==> src/rtl/prefix_adder_mw_seq_if.sv <==
// Request/response bundle for the multi-word adder sequencer.
// Carries the optional ovf signal when PREFIX_ADDER_MW_OVF_EN is defined.
interface prefix_adder_mw_seq_if #(
  parameter int unsigned NWORDS = 4
);
  localparam int unsigned W = 32 * NWORDS;

  logic         in_valid;
  logic         in_ready;
  logic [W-1:0] a;
  logic [W-1:0] b;
  logic         cin;
  logic         sub;
  logic         out_valid;
  logic         out_ready;
  logic [W-1:0] sum;
  logic         cout;
  logic         busy;
`ifdef PREFIX_ADDER_MW_OVF_EN
  logic         ovf;

  modport master (
    output in_valid, a, b, cin, sub, out_ready,
    input  in_ready, out_valid, sum, cout, busy, ovf
  );
  modport slave (
    input  in_valid, a, b, cin, sub, out_ready,
    output in_ready, out_valid, sum, cout, busy, ovf
  );
`else
  modport master (
    output in_valid, a, b, cin, sub, out_ready,
    input  in_ready, out_valid, sum, cout, busy
  );
  modport slave (
    input  in_valid, a, b, cin, sub, out_ready,
    output in_ready, out_valid, sum, cout, busy
  );
`endif
endinterface

==> src/rtl/prefix_adder_mw_seq.sv <==
// Multi-word add/subtract sequencer: one 32-bit Kogge-Stone adder processes one word per cycle.
// Optional signed-overflow output enabled by PREFIX_ADDER_MW_OVF_EN.
module prefix_adder_32bit (
  input  logic [31:0] a,
  input  logic [31:0] b,
  input  logic        cin,
  output logic [31:0] sum,
  output logic        cout
);
  logic [31:0] g0, p0, carry;

  assign g0 = a & b;
  assign p0 = a ^ b;

  for (genvar l = 0; l < 5; l++) begin : g_lvl
    localparam int unsigned D = 1 << l;
    logic [31:0] g_in, p_in, g_o, p_o;
    if (l == 0) begin : g_first
      assign g_in = g0;
      assign p_in = p0;
    end else begin : g_next
      assign g_in = g_lvl[l-1].g_o;
      assign p_in = g_lvl[l-1].p_o;
    end
    // Low D bits already span back to bit 0, so their propagate is kept as-is.
    assign g_o = g_in | (p_in & (g_in << D));
    assign p_o = p_in & ((p_in << D) | ((32'd1 << D) - 32'd1));
  end

  assign carry = g_lvl[4].g_o | (g_lvl[4].p_o & {32{cin}});
  assign sum   = p0 ^ {carry[30:0], cin};
  assign cout  = carry[31];
endmodule

module prefix_adder_mw_seq #(
  parameter int unsigned NWORDS = 4,
  parameter int unsigned IDXW   = $clog2(NWORDS) + 1
) (
  input  logic                  clk,
  input  logic                  rst,
  prefix_adder_mw_seq_if.slave  bus
);
  localparam int unsigned W = 32 * NWORDS;

  typedef enum logic [1:0] {StIdle, StRun, StDone} state_e;

  state_e            state_q, state_d;
  logic [W-1:0]      a_sh_q, b_sh_q, res_q, res_d;
  logic [IDXW-1:0]   cnt_q;
  logic              carry_q, cout_q;
  logic [31:0]       add_sum;
  logic              add_cout;
  logic              last_word;
`ifdef PREFIX_ADDER_MW_OVF_EN
  logic              ovf_q;
`endif

  prefix_adder_32bit u_adder (
    .a    (a_sh_q[31:0]),
    .b    (b_sh_q[31:0]),
    .cin  (carry_q),
    .sum  (add_sum),
    .cout (add_cout)
  );

  assign last_word = (cnt_q == IDXW'(NWORDS - 1));

  // Result fills from the top so the LSW lands at bit 0 after NWORDS shifts.
  if (NWORDS == 1) begin : g_res_one
    assign res_d = add_sum;
  end else begin : g_res_multi
    assign res_d = {add_sum, res_q[W-1:32]};
  end

  always_ff @(posedge clk) begin
    if (rst) state_q <= StIdle;
    else     state_q <= state_d;
  end

  always_comb begin
    state_d = state_q;
    case (state_q)
      StIdle:  if (bus.in_valid) state_d = StRun;
      StRun:   if (last_word)    state_d = StDone;
      StDone:  if (bus.out_ready) state_d = StIdle;
      default: state_d = StIdle;
    endcase
  end

  always_comb begin
    bus.in_ready  = (state_q == StIdle);
    bus.out_valid = (state_q == StDone);
    bus.busy      = (state_q == StRun) || (state_q == StDone);
  end

  always_ff @(posedge clk) begin
    if (rst) begin
      a_sh_q  <= '0;
      b_sh_q  <= '0;
      res_q   <= '0;
      cnt_q   <= '0;
      carry_q <= 1'b0;
      cout_q  <= 1'b0;
`ifdef PREFIX_ADDER_MW_OVF_EN
      ovf_q   <= 1'b0;
`endif
    end else begin
      case (state_q)
        StIdle: begin
          if (bus.in_valid) begin
            a_sh_q  <= bus.a;
            b_sh_q  <= bus.sub ? ~bus.b : bus.b;
            carry_q <= bus.sub ? 1'b1 : bus.cin;
            cnt_q   <= '0;
          end
        end
        StRun: begin
          a_sh_q  <= a_sh_q >> 32;
          b_sh_q  <= b_sh_q >> 32;
          res_q   <= res_d;
          carry_q <= add_cout;
          cnt_q   <= cnt_q + IDXW'(1);
          if (last_word) begin
            cout_q <= add_cout;
`ifdef PREFIX_ADDER_MW_OVF_EN
            // Operand MSBs are bit 31 of the shifters while the MSW is in the adder.
            ovf_q  <= (a_sh_q[31] == b_sh_q[31]) && (add_sum[31] != a_sh_q[31]);
`endif
          end
        end
        default: ;
      endcase
    end
  end

  assign bus.sum  = res_q;
  assign bus.cout = cout_q;
`ifdef PREFIX_ADDER_MW_OVF_EN
  assign bus.ovf  = ovf_q;
`endif
endmodule

==> src/flat_wrapper.sv <==
// flat-port wrapper written by rule: the top's interface ports become plain ports
module prefix_adder_mw_seq_flat 
#(
  parameter int unsigned NWORDS = 4,
  parameter int unsigned IDXW   = $clog2(NWORDS) + 1
)
  (clk, rst, bus_in_valid, bus_a, bus_b, bus_cin, bus_sub, bus_out_ready, bus_in_ready, bus_out_valid, bus_sum, bus_cout, bus_busy);
  prefix_adder_mw_seq_if #(.NWORDS(NWORDS)) bus_i ();
  input  logic clk;
  input  logic rst;
  input wire logic [$bits(bus_i.in_valid)-1:0] bus_in_valid;
  input wire logic [$bits(bus_i.a)-1:0] bus_a;
  input wire logic [$bits(bus_i.b)-1:0] bus_b;
  input wire logic [$bits(bus_i.cin)-1:0] bus_cin;
  input wire logic [$bits(bus_i.sub)-1:0] bus_sub;
  input wire logic [$bits(bus_i.out_ready)-1:0] bus_out_ready;
  output wire logic [$bits(bus_i.in_ready)-1:0] bus_in_ready;
  output wire logic [$bits(bus_i.out_valid)-1:0] bus_out_valid;
  output wire logic [$bits(bus_i.sum)-1:0] bus_sum;
  output wire logic [$bits(bus_i.cout)-1:0] bus_cout;
  output wire logic [$bits(bus_i.busy)-1:0] bus_busy;
  assign bus_i.in_valid = bus_in_valid;
  assign bus_i.a = bus_a;
  assign bus_i.b = bus_b;
  assign bus_i.cin = bus_cin;
  assign bus_i.sub = bus_sub;
  assign bus_i.out_ready = bus_out_ready;
  assign bus_in_ready = bus_i.in_ready;
  assign bus_out_valid = bus_i.out_valid;
  assign bus_sum = bus_i.sum;
  assign bus_cout = bus_i.cout;
  assign bus_busy = bus_i.busy;
  prefix_adder_mw_seq #(.NWORDS(NWORDS), .IDXW(IDXW)) u_core (.clk(clk), .rst(rst), .bus(bus_i));
endmodule
==> config.mk <==
export PLATFORM = sky130hd
export DESIGN_NAME = prefix_adder_mw_seq_flat
export DESIGN_NICKNAME = d
export VERILOG_FILES = /design/src/rtl/prefix_adder_mw_seq_if.sv /design/src/rtl/prefix_adder_mw_seq.sv /design/src/flat_wrapper.sv
export SDC_FILE = /design/constraint.sdc
export NUM_CORES = 1
export LEC_CHECK = 0
export ABC_AREA = 1
export CORE_MARGIN = 4
export CORE_UTILIZATION = 47
export CTS_CLUSTER_SIZE = 24
export DETAILED_ROUTE_END_ITERATION = 7
export GPL_TIMING_DRIVEN = 0
export PLACE_DENSITY = 0.77
export SETUP_SLACK_MARGIN = 0.02
export SLEW_MARGIN = 0
export SYNTH_ARGS = -nofsm -noshare
export SYNTH_HDL_FRONTEND = slang
export SYNTH_SLANG_ARGS = --single-unit
==> constraint.sdc <==
create_clock -name clk -period 1.8 [get_ports clk]
set_input_delay 0.18 -clock clk [delete_from_list [all_inputs] [get_ports clk]]
set_output_delay 0.18 -clock clk [all_outputs]
set_load 0.02 [all_outputs]
After elaboration in Yosys (flattened, before gate mapping)
Index checks and enable logic that the tools add are counted.
W data, S select, Z words.
{ "word_totals": {"register_bits": 391, "inputBits": 262, "output_inout_bits": 132, "elab_cells": 55} }
{ "classes": {"n_addsub": 1, "eq_ne": 6, "muxes": 14, "bitwise": 21, "n_reduce_logical": 6} }
{ "op_table": {"columns": ["operator", "n"], "rows": [
  ["$pmux W128 S2", 2],
  ["$and A32 B32 Y32", 12],
  ["$mux W128", 3],
  ["$or A32 B32 Y32", 6],
  ["$not A128 Y128", 1],
  ["$xor A32 B32 Y32", 2],
  ["$mux W2", 3],
  ["$pmux W2 S3", 1],
  ["$pmux W3 S2", 1],
  ["$ne A2 B2 Y1 const B", 2],
  ["$reduce_and A2 Y1", 2],
  ["$add A3 B1 Y3 const B", 1],
  ["$eq A3 B2 Y1 const B", 1],
  ["$mux W3", 1],
  ["$reduce_and A3 Y1", 1],
  ["$eq A2 B1 Y1 const B", 1],
  ["$eq A2 B2 Y1 const B", 1],
  ["$logic_not A2 Y1", 1],
  ["$mux W1", 2],
  ["$ne A2 B1 Y1 const B", 1],
  ["$pmux W1 S2", 1],
  ["$reduce_bool A2 Y1", 1],
  ["$logic_or A1 B1 Y1", 1]
]} }

Depth between registers and ports, before layout
Gate-level depths: netlist of the first run.
{ "depth": {"word_depth": 13, "ltp_mapped": 15} }

Modules after synthesis
From an unflattened synthesis of the first run, not the netlist that was laid out.
{ "unflattened": {"cells_unflattened": 3017, "area_unflattened_um2": 19635.1} }
{ "by_module_without_submodules": {"columns": ["mod", "instances", "cells_each", "area_each_um2", "seq_area_each_um2"], "rows": [
  ["prefix_adder_mw_seq", 1, 2496, 17113.9, 7827.5],
  ["prefix_adder_32bit", 1, 521, 2521.2, 0.0]
]} }

Worst setup path after synthesis of the first run
Ideal clock, no wire load.
{ "synth_timing": {"path_kind": "register to register", "from": "register u_core.state_q[0]", "to": "register u_core.b_sh_q[93]", "arrival_ns": 1.639, "t_required_ns": 1.680, "slack_ns": 0.042, "stages_incl_launch_ff": 13, "n_path_buf": 3, "synth_period_minus_slack_ns": 1.758, "path_cell_list": "dfxtp_1 > inv_1 > ha_1 > inv_1 > nor2_2 > inv_1 > o21ai_2 > inv_2 > buf_2 > buf_6 > buf_6 > o21ai_0 > a21oi_1"} }
{ "synth_between": {"elab_chain_cells": 3, "elab_cells_between_ends": 6, "cone_classes": "eq/ne (2); mux (1); reduce/logical (3)"} }
{ "synth_lines": {"columns": ["item", "line_no", "text"], "rows": [
  ["from (decl)", "prefix_adder_mw_seq.sv:47", "state_e state_q, state_d;"],
  ["from (signal assigned)", "prefix_adder_mw_seq.sv:76", "if (rst) state_q <= StIdle;"],
  ["from (signal assigned)", "prefix_adder_mw_seq.sv:77", "else state_q <= state_d;"],
  ["$logic_not A2 Y1 (*)", null, null],
  ["net bus_in_ready", "flat_wrapper.sv:17", "output wire logic [$bits(bus_i.in_ready)-1:0] bus_in_ready;"],
  ["$ne A2 B2 Y1 (no line) or $reduce_bool A2 Y1 (tied branches)", null, null],
  ["$reduce_and A2 Y1 (no line)", null, null],
  ["to (signal assigned)", "prefix_adder_mw_seq.sv:112", "b_sh_q <= bus.sub ? ~bus.b : bus.b;"],
  ["to (signal assigned)", "prefix_adder_mw_seq.sv:119", "b_sh_q <= b_sh_q >> 32;"],
  ["to (decl)", "prefix_adder_mw_seq.sv:48", "logic [W-1:0] a_sh_q, b_sh_q, res_q, res_d;"]
]} }
The timed path passes the listed nets; every way through them passes the cells marked *.
A chain may end at the register's enable or synchronous reset.

Worst setup path after layout of the first run
{ "layout_timing": {"from": "register u_core.state_q[0]", "to": "register u_core.a_sh_q[121]"} }
{ "layout_between": {"elab_chain_cells": 3, "elab_cells_between_ends": 6, "cone_classes": "eq/ne (2); mux (1); reduce/logical (3)"} }
{ "layout_lines": {"columns": ["item", "line_no", "text"], "rows": [
  ["$eq A2 B1 Y1 or $logic_not A2 Y1 (tied branches)", "prefix_adder_mw_seq.sv:108", "case (state_q)"],
  ["$reduce_bool A2 Y1 (no line) or $ne A2 B2 Y1 (tied branches)", null, null],
  ["$reduce_and A2 Y1 (no line)", null, null],
  ["to (signal assigned)", "prefix_adder_mw_seq.sv:111", "a_sh_q <= bus.a;"],
  ["to (signal assigned)", "prefix_adder_mw_seq.sv:118", "a_sh_q <= a_sh_q >> 32;"],
  ["to (decl)", "prefix_adder_mw_seq.sv:48", null]
]} }
Parallel ways exist; a longest one is shown, timed or not.

==> impl_results.html, run 1 <==
<table>
<tr><th>Metric</th><th>Value</th></tr>
<tr><th colspan="2">GRT</th></tr>
<tr><td>Wire length of the first global-routing pass</td><td>109200 um</td></tr>
<tr><td>Pin count of the biggest net entering global routing</td><td>14</td></tr>
<tr><td>Combined global-route utilization of all metal layers</td><td>32.96%</td></tr>
<tr><td>Initial antenna violation count</td><td>10</td></tr>
<tr><td>Total congestion overflow</td><td>0</td></tr>
<tr><td>Number of global-route vias before repair</td><td>19540</td></tr>
<tr><th colspan="2">Status</th></tr>
<tr><td>Violated checks</td><td>setup timing</td></tr>
<tr><td>Outcome</td><td>finished with violations</td></tr>
<tr><th colspan="2">Flow run</th></tr>
<tr><td>Maximum Capacitance Violations</td><td>0</td></tr>
<tr><th colspan="2">Clocking</th></tr>
<tr><td>Clock-pin slew reported for the worst setup and hold paths after clock tree synthesis</td><td>0.06 ns</td></tr>
<tr><td>CTS max path bufs</td><td>3</td></tr>
<tr><td>Clk Latency, worst-skew pair</td><td>0.58 ns</td></tr>
<tr><td>H-tree lvl count</td><td>2</td></tr>
<tr><td>CTS tree</td><td>built</td></tr>
<tr><td>Inserted Clock Buffers</td><td>41</td></tr>
<tr><td>Library cell used as clock root buffer</td><td>clkbuf_16</td></tr>
<tr><td>TritonCTS sink count</td><td>391</td></tr>
<tr><td>Number of buffers inserted for hold repair after clock tree synthesis</td><td>0</td></tr>
<tr><th colspan="2">Die</th></tr>
<tr><td>Num rows</td><td>72</td></tr>
<tr><td>Die boundary height</td><td>206.1 um</td></tr>
<tr><td>I/O pin count</td><td>394</td></tr>
<tr><td>Die X-Extent</td><td>206.1 um</td></tr>
<tr><td>Overall die area</td><td>0.04247 mm^2</td></tr>
<tr><td>Area of the placeable core</td><td>0.03874 mm^2</td></tr>
<tr><td>Initial core utilization</td><td>47.61%</td></tr>
<tr><th colspan="2">Routing</th></tr>
<tr><td>Number of iterations in the first detailed-routing pass</td><td>6</td></tr>
<tr><td>DRC Markers</td><td>0</td></tr>
<tr><td>Total Routed Length</td><td>73780 um</td></tr>
<tr><td>Mean routed wirelength per cell</td><td>20.24 um</td></tr>
<tr><td>DRC marker count from the first detailed-route iteration</td><td>1791</td></tr>
<tr><td>Vias/cell</td><td>5.577</td></tr>
<tr><td>Number of routed nets with antenna violations</td><td>0</td></tr>
<tr><td>Via count</td><td>20330</td></tr>
<tr><th colspan="2">Synth</th></tr>
<tr><td>Synth Cell Area</td><td>0.01844 mm^2</td></tr>
<tr><td>Post-synthesis sequential element count</td><td>391</td></tr>
<tr><td>Dominant combinational cell family by area after synthesis</td><td>compound AO/OA/AOI/OAI gates</td></tr>
<tr><td>Mean area per synthesized cell</td><td>7.058 um^2</td></tr>
<tr><td>Mux contribution to synthesized area</td><td>0%</td></tr>
<tr><td>Synthesized-area fraction occupied by xor and xnor cells</td><td>2.280%</td></tr>
<tr><td>Synth Area in Adders</td><td>2.619%</td></tr>
<tr><td>Count of flip-flops with a built-in enable after synthesis</td><td>0</td></tr>
<tr><td>Fraction of the mapped netlist area in compound gates</td><td>27.13%</td></tr>
<tr><td>Number of distinct standard cells referenced by the synthesized netlist</td><td>36</td></tr>
<tr><td>Share of synthesized area occupied by flip-flops and latches</td><td>42.45%</td></tr>
<tr><td>Main flop type after synthesis</td><td>dfxtp_1</td></tr>
<tr><td>Number of warnings printed during yosys synthesis</td><td>0</td></tr>
<tr><td>Net count after synthesis</td><td>2913</td></tr>
<tr><td>Proportion of synthesized flip-flops having asynchronous set or reset</td><td>0%</td></tr>
<tr><td>Number of standard cells after synthesis</td><td>2613</td></tr>
<tr><td>Simple-gate portion of the synthesized area</td><td>17.05%</td></tr>
<tr><th colspan="2">Pwr</th></tr>
<tr><td>Part of the power in registers</td><td>28.7%</td></tr>
<tr><td>Power Dens Cells</td><td>2101 mW/mm^2</td></tr>
<tr><td>Switch share</td><td>45.52%</td></tr>
<tr><td>Leakage power summed over all cells</td><td>11.66 nW</td></tr>
<tr><td>Power share of the combinational group</td><td>55.9%</td></tr>
<tr><td>Power consumption</td><td>56.22 mW</td></tr>
<tr><td>Clock network fraction of design power</td><td>15.4%</td></tr>
<tr><td>Net switching power</td><td>25.59 mW</td></tr>
<tr><td>Int Pwr</td><td>30.63 mW</td></tr>
<tr><td>Worst-case vdd ir drop</td><td>1.038 mV</td></tr>
<tr><th colspan="2">Place</th></tr>
<tr><td>IO buf count</td><td>391</td></tr>
<tr><td>Routability-driven placement congestion ratio</td><td>0.9512</td></tr>
<tr><td>Cell area after placement</td><td>0.02300 mm^2</td></tr>
<tr><td>Number of placed cells counting well taps</td><td>3522</td></tr>
<tr><td>Post-DP HPWL</td><td>56990 um</td></tr>
<tr><th colspan="2">Timing</th></tr>
<tr><td>Final hold violation count</td><td>0</td></tr>
<tr><td>RSZ-0062 raised after global routing</td><td>yes</td></tr>
<tr><td>Max-slew violation count</td><td>0</td></tr>
<tr><td>Setup-failing EPs final</td><td>20</td></tr>
<tr><td>Worst slew pin tran</td><td>0.8516 ns</td></tr>
<tr><td>Max-Slew Margin vs Limit</td><td>43.23%</td></tr>
<tr><td>Maximum frequency from static timing analysis</td><td>525.9 MHz</td></tr>
<tr><td>Final Critical Period</td><td>1.902 ns</td></tr>
<tr><td>Clock tree skew after final layout</td><td>0.02717 ns</td></tr>
<tr><td>Min setup slack post-route</td><td>-0.1016 ns</td></tr>
<tr><td>Crit share post-route</td><td>105.6%</td></tr>
<tr><th colspan="2">Finish</th></tr>
<tr><td>NumNets Final</td><td>3393</td></tr>
<tr><td>Share of cells above drive strength 1</td><td>18.30%</td></tr>
<tr><td>Synthesis-to-finish area growth</td><td>45.08%</td></tr>
<tr><td>Most used cells in the layout excluding fill and tap cells</td><td>nand2_1 (444), a21oi_1 (383), clkdlybuf4s50_1 (344), dfxtp_1 (337), o21ai_0 (328)</td></tr>
<tr><td>Summed area of non-filler cells in the final layout</td><td>0.02675 mm^2</td></tr>
<tr><td>Final Instance Count excl. Fillers</td><td>3646</td></tr>
<tr><td>Most frequent standard cell in the layout excluding fill and tap cells</td><td>nand2_1</td></tr>
<tr><td>Number of inserted filler cells in the final layout</td><td>3281</td></tr>
<tr><th colspan="2">Min path</th></tr>
<tr><td>Hold Crit Class</td><td>in2reg</td></tr>
<tr><th colspan="2">Critical path</th></tr>
<tr><td>Crit Path Max Fanout</td><td>6</td></tr>
<tr><td>Worst Path Class, Setup</td><td>reg2reg</td></tr>
<tr><td>Nature of the critical path startpoint</td><td>register</td></tr>
<tr><td>Data arrival time of the critical path</td><td>2.39 ns</td></tr>
<tr><td>Required time at the endpoint of the critical path</td><td>2.29 ns</td></tr>
<tr><td>Sort of element at the end of the critical path</td><td>register</td></tr>
</table>
## cells by family after synthesis
| logic type | after synthesis |
|---|---|
| AO/OA/AOI/OAI | 969 |
| AND/OR/NAND/NOR | 798 |
| flip-flops | 391 |
| buffers and inverters | 369 |
| XOR/XNOR | 48 |
| adder cells (fa/ha/maj) | 38 |
## final timing paths
| path | from | end | slack [ns] | cells after the start |
|---|---|---|---|---|
| worst max register to register | u_core.state_q[0] | u_core.a_sh_q[121] | -0.10 | 10 |
| worst min register to register | u_core.a_sh_q[38] | u_core.a_sh_q[6] | 0.46 | 2 |
| worst min-delay path | bus_a[96] | u_core.a_sh_q[96] | 0.16 | 3 |
| worst max-delay path | u_core.state_q[0] | u_core.a_sh_q[121] | -0.10 | 10 |
## state kept, by name, summed over array words and instances, names as in the netlist
| signal | flops |
|---|---|
| u_core.carry_q | 1 |
| u_core.b_sh_q | 128 |
| u_core.bus.sum | 128 |
| u_core.a_sh_q | 128 |
| u_core.cnt_q | 3 |
| u_core.state_q | 2 |
| u_core.bus.cout | 1 |
## metal layers
metal | vias up | part of all wire, % | GRT usage [%]
met5 | - | 0.041 | 0
met4 | 6 | 3.5 | 11.81
met3 | 151 | 7.8 | 6.622
met2 | 907 | 47 | 55.23
met1 | 9502 | 42 | 42.33
li1 | 9766 | - | -
## what timing repair did
| item | in CTS | in global routing |
|---|---|---|
| resized for setup | 294 | 418 |
| pin swaps | 27 | 97 |
| buffers inserted | 26 | 19 |
| setup endpoints to repair | 410 | 322 |
| cloned | 2 | 3 |
## synthesized netlist by cell type, types with 2 or more instances
cell type	instances	area [um^2]
nand2_1	540	2027
a21oi_1	445	2227
o21ai_0	415	2077
dfxtp_1	391	7828
nor2_1	182	683.2
inv_1	172	645.6
clkbuf_1	107	401.6
a31oi_1	98	613.1
buf_2	74	370.4
nand3_1	46	230.2
xor2_1	46	402.9
ha_1	37	462.9
buf_6	9	101.4
buf_4	5	37.54
nand4_1	5	31.28
nor2_2	5	31.28
o21bai_1	5	37.54
nor3_1	4	20.02
and2_1	3	18.77
nand2_2	3	18.77
nand3b_1	3	22.52
a21o_1	2	15.01
nand3_2	2	20.02
xnor2_1	2	17.52
## per-stage QoR
stage | setup TNS [ns] | utilization, % | setup WS (ns) | hold slack [ns]
2_1_floorplan | 0 | - | 0.04184 | 0.3231
3_3_place_gp | -145.47 | 59.38 | -0.6965 | 0.4440
3_5_place_dp | -157.59 | 59.38 | -0.7295 | 0.4545
4_1_cts | -0.02828 | 65.85 | -0.02280 | 0.1435
5_1_grt | -1.439 | 69.06 | -0.1040 | 0.1665
6_report | -0.6437 | 69.07 | -0.1016 | 0.1619
## power by group through the flow
| stage | Combinational (mW) | Clock [mW] | Sequential (mW) |
|---|---|---|---|
| finish | 31.4 | 8.68 | 16.1 |
| global route | 34.0 | 9.06 | 16.4 |
| CTS | 27.7 | 8.67 | 15.8 |
| detailed placement | 24.5 | 0 | 15.4 |
| global placement | 24.0 | 0 | 15.3 |
| floorplan | 14.5 | 0 | 15.6 |
## worst max-delay path: stages (launching register included)
cell,delay (ns)
dfxtp_2,0.36
inv_2,0.07
ha_4,0.17
buf_6,0.12
o21ai_4,0.18
buf_6,0.17
buf_12,0.15
buf_12,0.17
buf_12,0.19
nand2_2,0.08
a21oi_2,0.13
## cell type report
class                      instances  area [um^2]  share of cell area (%)
sequential                       391         7945                   29.70
multi-input combinational       1853        10510                   39.29
timing repair buffer             440         4443                   16.61
clock buffer                      61         1224                   4.574
antenna                            8        20.02                 0.07483
buffer                           193         1180                   4.410
clock inverter                     9        130.1                  0.4864
inverter                         173        651.9                   2.437
tap                              518        648.1                   2.422
Note: power is estimated with default switching activity, not from simulation.
==> run 2, diff against run 1 <==
CORE_UTILIZATION = 48   (was 47)
PLACE_DENSITY = 0.75   (was 0.77)
clock period = 2.3 ns   (was 1.8 ns; I/O delays follow)
==> run 2 against run 1 <==
Critical path type is now reg2out. Clock skew is 0.013 ns lower. Non-clock buffer count shrank 47. The run now ends clean. Die area is 2.0% lower. Critical path depth decreased by 7. Clock-buffer cell count grew 2. First-iteration DRC count down 18%.
==> impl_results.html, run 2 (synthesis gave the netlist of run 1 again) <==
<table>
<tr><th>Metric</th><th>Value</th></tr>
<tr><th colspan="2">Status</th></tr>
<tr><td>Outcome</td><td>complete, no violations</td></tr>
<tr><th colspan="2">GRT</th></tr>
<tr><td>Initial antenna violation count</td><td>13 (+3)</td></tr>
<tr><td>Combined global-route utilization of all metal layers</td><td>32.07% (-0.89 points)</td></tr>
<tr><td>Pin count of the biggest net entering global routing</td><td>20 (+6)</td></tr>
<tr><td>Number of global-route vias before repair</td><td>18650 (-4.5%)</td></tr>
<tr><td>Total congestion overflow</td><td>0 (unchanged)</td></tr>
<tr><td>Wire length of the first global-routing pass</td><td>104700 um (-4.2%)</td></tr>
<tr><th colspan="2">Clocking</th></tr>
<tr><td>Library cell used as clock root buffer</td><td>clkbuf_16</td></tr>
<tr><td>CTS tree</td><td>built</td></tr>
<tr><td>CTS max path bufs</td><td>3 (unchanged)</td></tr>
<tr><td>H-tree lvl count</td><td>2 (unchanged)</td></tr>
<tr><td>Clk Latency, worst-skew pair</td><td>0.57 ns (about the same)</td></tr>
<tr><td>Clock-pin slew reported for the worst setup and hold paths after clock tree synthesis</td><td>0.06 ns (about the same)</td></tr>
<tr><td>Total setup buffers inserted after CTS</td><td>0 (-100%)</td></tr>
<tr><td>Inserted Clock Buffers</td><td>41 (unchanged)</td></tr>
<tr><td>TritonCTS sink count</td><td>391 (unchanged)</td></tr>
<tr><td>Number of buffers inserted for hold repair after clock tree synthesis</td><td>0 (unchanged)</td></tr>
<tr><th colspan="2">Min path</th></tr>
<tr><td>Hold Crit Class</td><td>in2reg</td></tr>
<tr><th colspan="2">Timing</th></tr>
<tr><td>Setup total negative slack</td><td>0 ns (+0.6437 ns)</td></tr>
<tr><td>RSZ-0062 raised after global routing</td><td>no</td></tr>
<tr><td>Final Critical Period</td><td>2.228 ns</td></tr>
<tr><td>Clock tree skew after final layout</td><td>0.01392 ns (-0.01324 ns)</td></tr>
<tr><td>Worst slew pin tran</td><td>0.9387 ns (+0.08712 ns)</td></tr>
<tr><td>Max-slew violation count</td><td>0 (unchanged)</td></tr>
<tr><td>Setup-failing EPs final</td><td>0 (-100%)</td></tr>
<tr><td>Max-Slew Margin vs Limit</td><td>37.42% (-5.8 points)</td></tr>
<tr><td>Maximum frequency from static timing analysis</td><td>448.9 MHz</td></tr>
<tr><td>Final hold violation count</td><td>0 (unchanged)</td></tr>
<tr><td>Min setup slack post-route</td><td>0.07239 ns (+0.1740 ns)</td></tr>
<tr><td>Crit share post-route</td><td>96.85%</td></tr>
<tr><th colspan="2">Routing</th></tr>
<tr><td>Number of iterations in the first detailed-routing pass</td><td>5 (-1)</td></tr>
<tr><td>Mean routed wirelength per cell</td><td>19.46 um (-3.8%)</td></tr>
<tr><td>Via count</td><td>19620 (-3.5%)</td></tr>
<tr><td>Number of routed nets with antenna violations</td><td>0 (unchanged)</td></tr>
<tr><td>DRC Markers</td><td>0 (unchanged)</td></tr>
<tr><td>DRC marker count from the first detailed-route iteration</td><td>1474 (-18%)</td></tr>
<tr><td>Vias/cell</td><td>5.461 (-2.1%)</td></tr>
<tr><td>Total Routed Length</td><td>69900 um (-5.3%)</td></tr>
<tr><th colspan="2">Die</th></tr>
<tr><td>Initial core utilization</td><td>48.85% (+1.2 points)</td></tr>
<tr><td>Overall die area</td><td>0.04162 mm^2 (-2.0%)</td></tr>
<tr><td>I/O pin count</td><td>394 (unchanged)</td></tr>
<tr><td>Area of the placeable core</td><td>0.03776 mm^2 (-2.5%)</td></tr>
<tr><td>Die X-Extent</td><td>204.0 um (-1.0%)</td></tr>
<tr><td>Die boundary height</td><td>204.0 um (-1.0%)</td></tr>
<tr><td>Num rows</td><td>71 (-1.4%)</td></tr>
<tr><th colspan="2">Place</th></tr>
<tr><td>Routability-driven placement congestion ratio</td><td>0.9652 (+1.5%)</td></tr>
<tr><td>Setup slack after placement</td><td>-0.1831 ns (+0.5464 ns)</td></tr>
<tr><td>IO buf count</td><td>391 (unchanged)</td></tr>
<tr><td>Post-DP HPWL</td><td>56570 um (-0.74%)</td></tr>
<tr><th colspan="2">Critical path</th></tr>
<tr><td>Worst Path Class, Setup</td><td>reg2out</td></tr>
<tr><td>Crit Path Max Fanout</td><td>3 (-3)</td></tr>
<tr><td>Required time at the endpoint of the critical path</td><td>2.07 ns (-0.22 ns)</td></tr>
<tr><td>Nature of the critical path startpoint</td><td>register</td></tr>
<tr><td>Data arrival time of the critical path</td><td>2.00 ns (-0.39 ns)</td></tr>
<tr><td>Sort of element at the end of the critical path</td><td>output pin</td></tr>
<tr><th colspan="2">Finish</th></tr>
<tr><td>Share of cells above drive strength 1</td><td>5.599% (-13 points)</td></tr>
<tr><td>NumNets Final</td><td>3346 (-1.4%)</td></tr>
<tr><td>Most frequent standard cell in the layout excluding fill and tap cells</td><td>nand2_1</td></tr>
<tr><td>Core Util, Final</td><td>64.32% (-4.7 points)</td></tr>
<tr><td>Synthesis-to-finish area growth</td><td>31.68%</td></tr>
<tr><td>Most used cells in the layout excluding fill and tap cells</td><td>nand2_1 (540), a21oi_1 (444), o21ai_0 (415), clkdlybuf4s50_1 (391), dfxtp_1 (391)</td></tr>
<tr><td>Number of inserted filler cells in the final layout</td><td>3437 (+4.8%)</td></tr>
<tr><td>Area occupied by multi-input gates</td><td>0.009071 mm^2 (-14%)</td></tr>
<tr><td>Area taken by flip-flops and latches</td><td>0.007828 mm^2 (-1.5%)</td></tr>
<tr><th colspan="2">Pwr</th></tr>
<tr><td>Power Dens Cells</td><td>1559 mW/mm^2 (-26%)</td></tr>
<tr><td>Worst-case vdd ir drop</td><td>0.7362 mV (-29%)</td></tr>
<tr><td>Leakage power summed over all cells</td><td>10.24 nW (-12%)</td></tr>
<tr><th colspan="2">Flow run</th></tr>
<tr><td>Maximum Capacitance Violations</td><td>0 (unchanged)</td></tr>
</table>
[run 2: cell count changes in the layout (fill, tap and decap cells not counted), sizes merged, moves of 3 or more]
cell / delta
buf: -41
bufinv: -3
clkbuf: -7
dlymetal6s2s: -25
clkdlybuf4s50: +47
dlygate4sd2: -19
[run 2: per-stage QoR]
stage                     hold slack, ns  cells  total power, mW  area, um^2
after floorplan                   0.3731   2613            23.51       18440
after global placement            0.4429   3515            30.77       22990
after detailed placement          0.4543   3515            31.21       22990
after CTS                         0.2100   3583            37.54       24230
after global routing              0.2394   3589            40.31       24280
final                             0.2272   3592            37.86       24280
[run 2: what timing repair did]
item,CTS,global route
hold endpoints to repair,0,0
gates resized for setup,5,21
setup endpoints to repair,100,147
[run 2: worst max-delay path: stages, from the launching register on]
cell             delay [ns]
dfxtp_1                0.36
inv_1                  0.09
ha_2                   0.37
clkdlybuf4s50_1        0.62
[run 2: power by group]
group          internal [mW]  switching [mW]
clock                   3.55            2.71
sequential              9.83            2.17
combinational           6.90            12.7
[run 2: metal layers]
layer	wire length (um)	GRT usage, %	vias to the layer above
met5	40	0	-
met4	2344	10.70	6
met3	5665	6.173	132
met2	31990	53.51	818
met1	29860	42.01	9013
li1	-	-	9646
[run 2: path summary, 6_finish.rpt]
path / from / to / slack (ns) / cells after the start
hold / removal: bus_a[119] / u_core.a_sh_q[119] / 0.23 / 3
hold reg to reg: u_core.a_sh_q[55] / u_core.a_sh_q[23] / 0.46 / 2
setup reg to reg: u_core.state_q[1] / u_core.bus.sum[80] / 0.09 / 7
setup / recovery: u_core.state_q[0] / bus_busy / 0.07 / 3
[run 2: layout make-up]
class	count	area share, %
antenna	9	0.09275
tap	511	2.633
clock inverter	6	0.1649
buffer	195	3.833
clock buffer	63	4.895
multi-input combinational	1853	37.36
timing repair buffer	391	16.12
inverter	173	2.674
sequential	391	32.23
==> run 3, diff against run 2 <==
SKIP_LAST_GASP = 1   (was default)
==> results of run 3 <==
No change in the layout: final DEF, timing and power equal those of run 2.
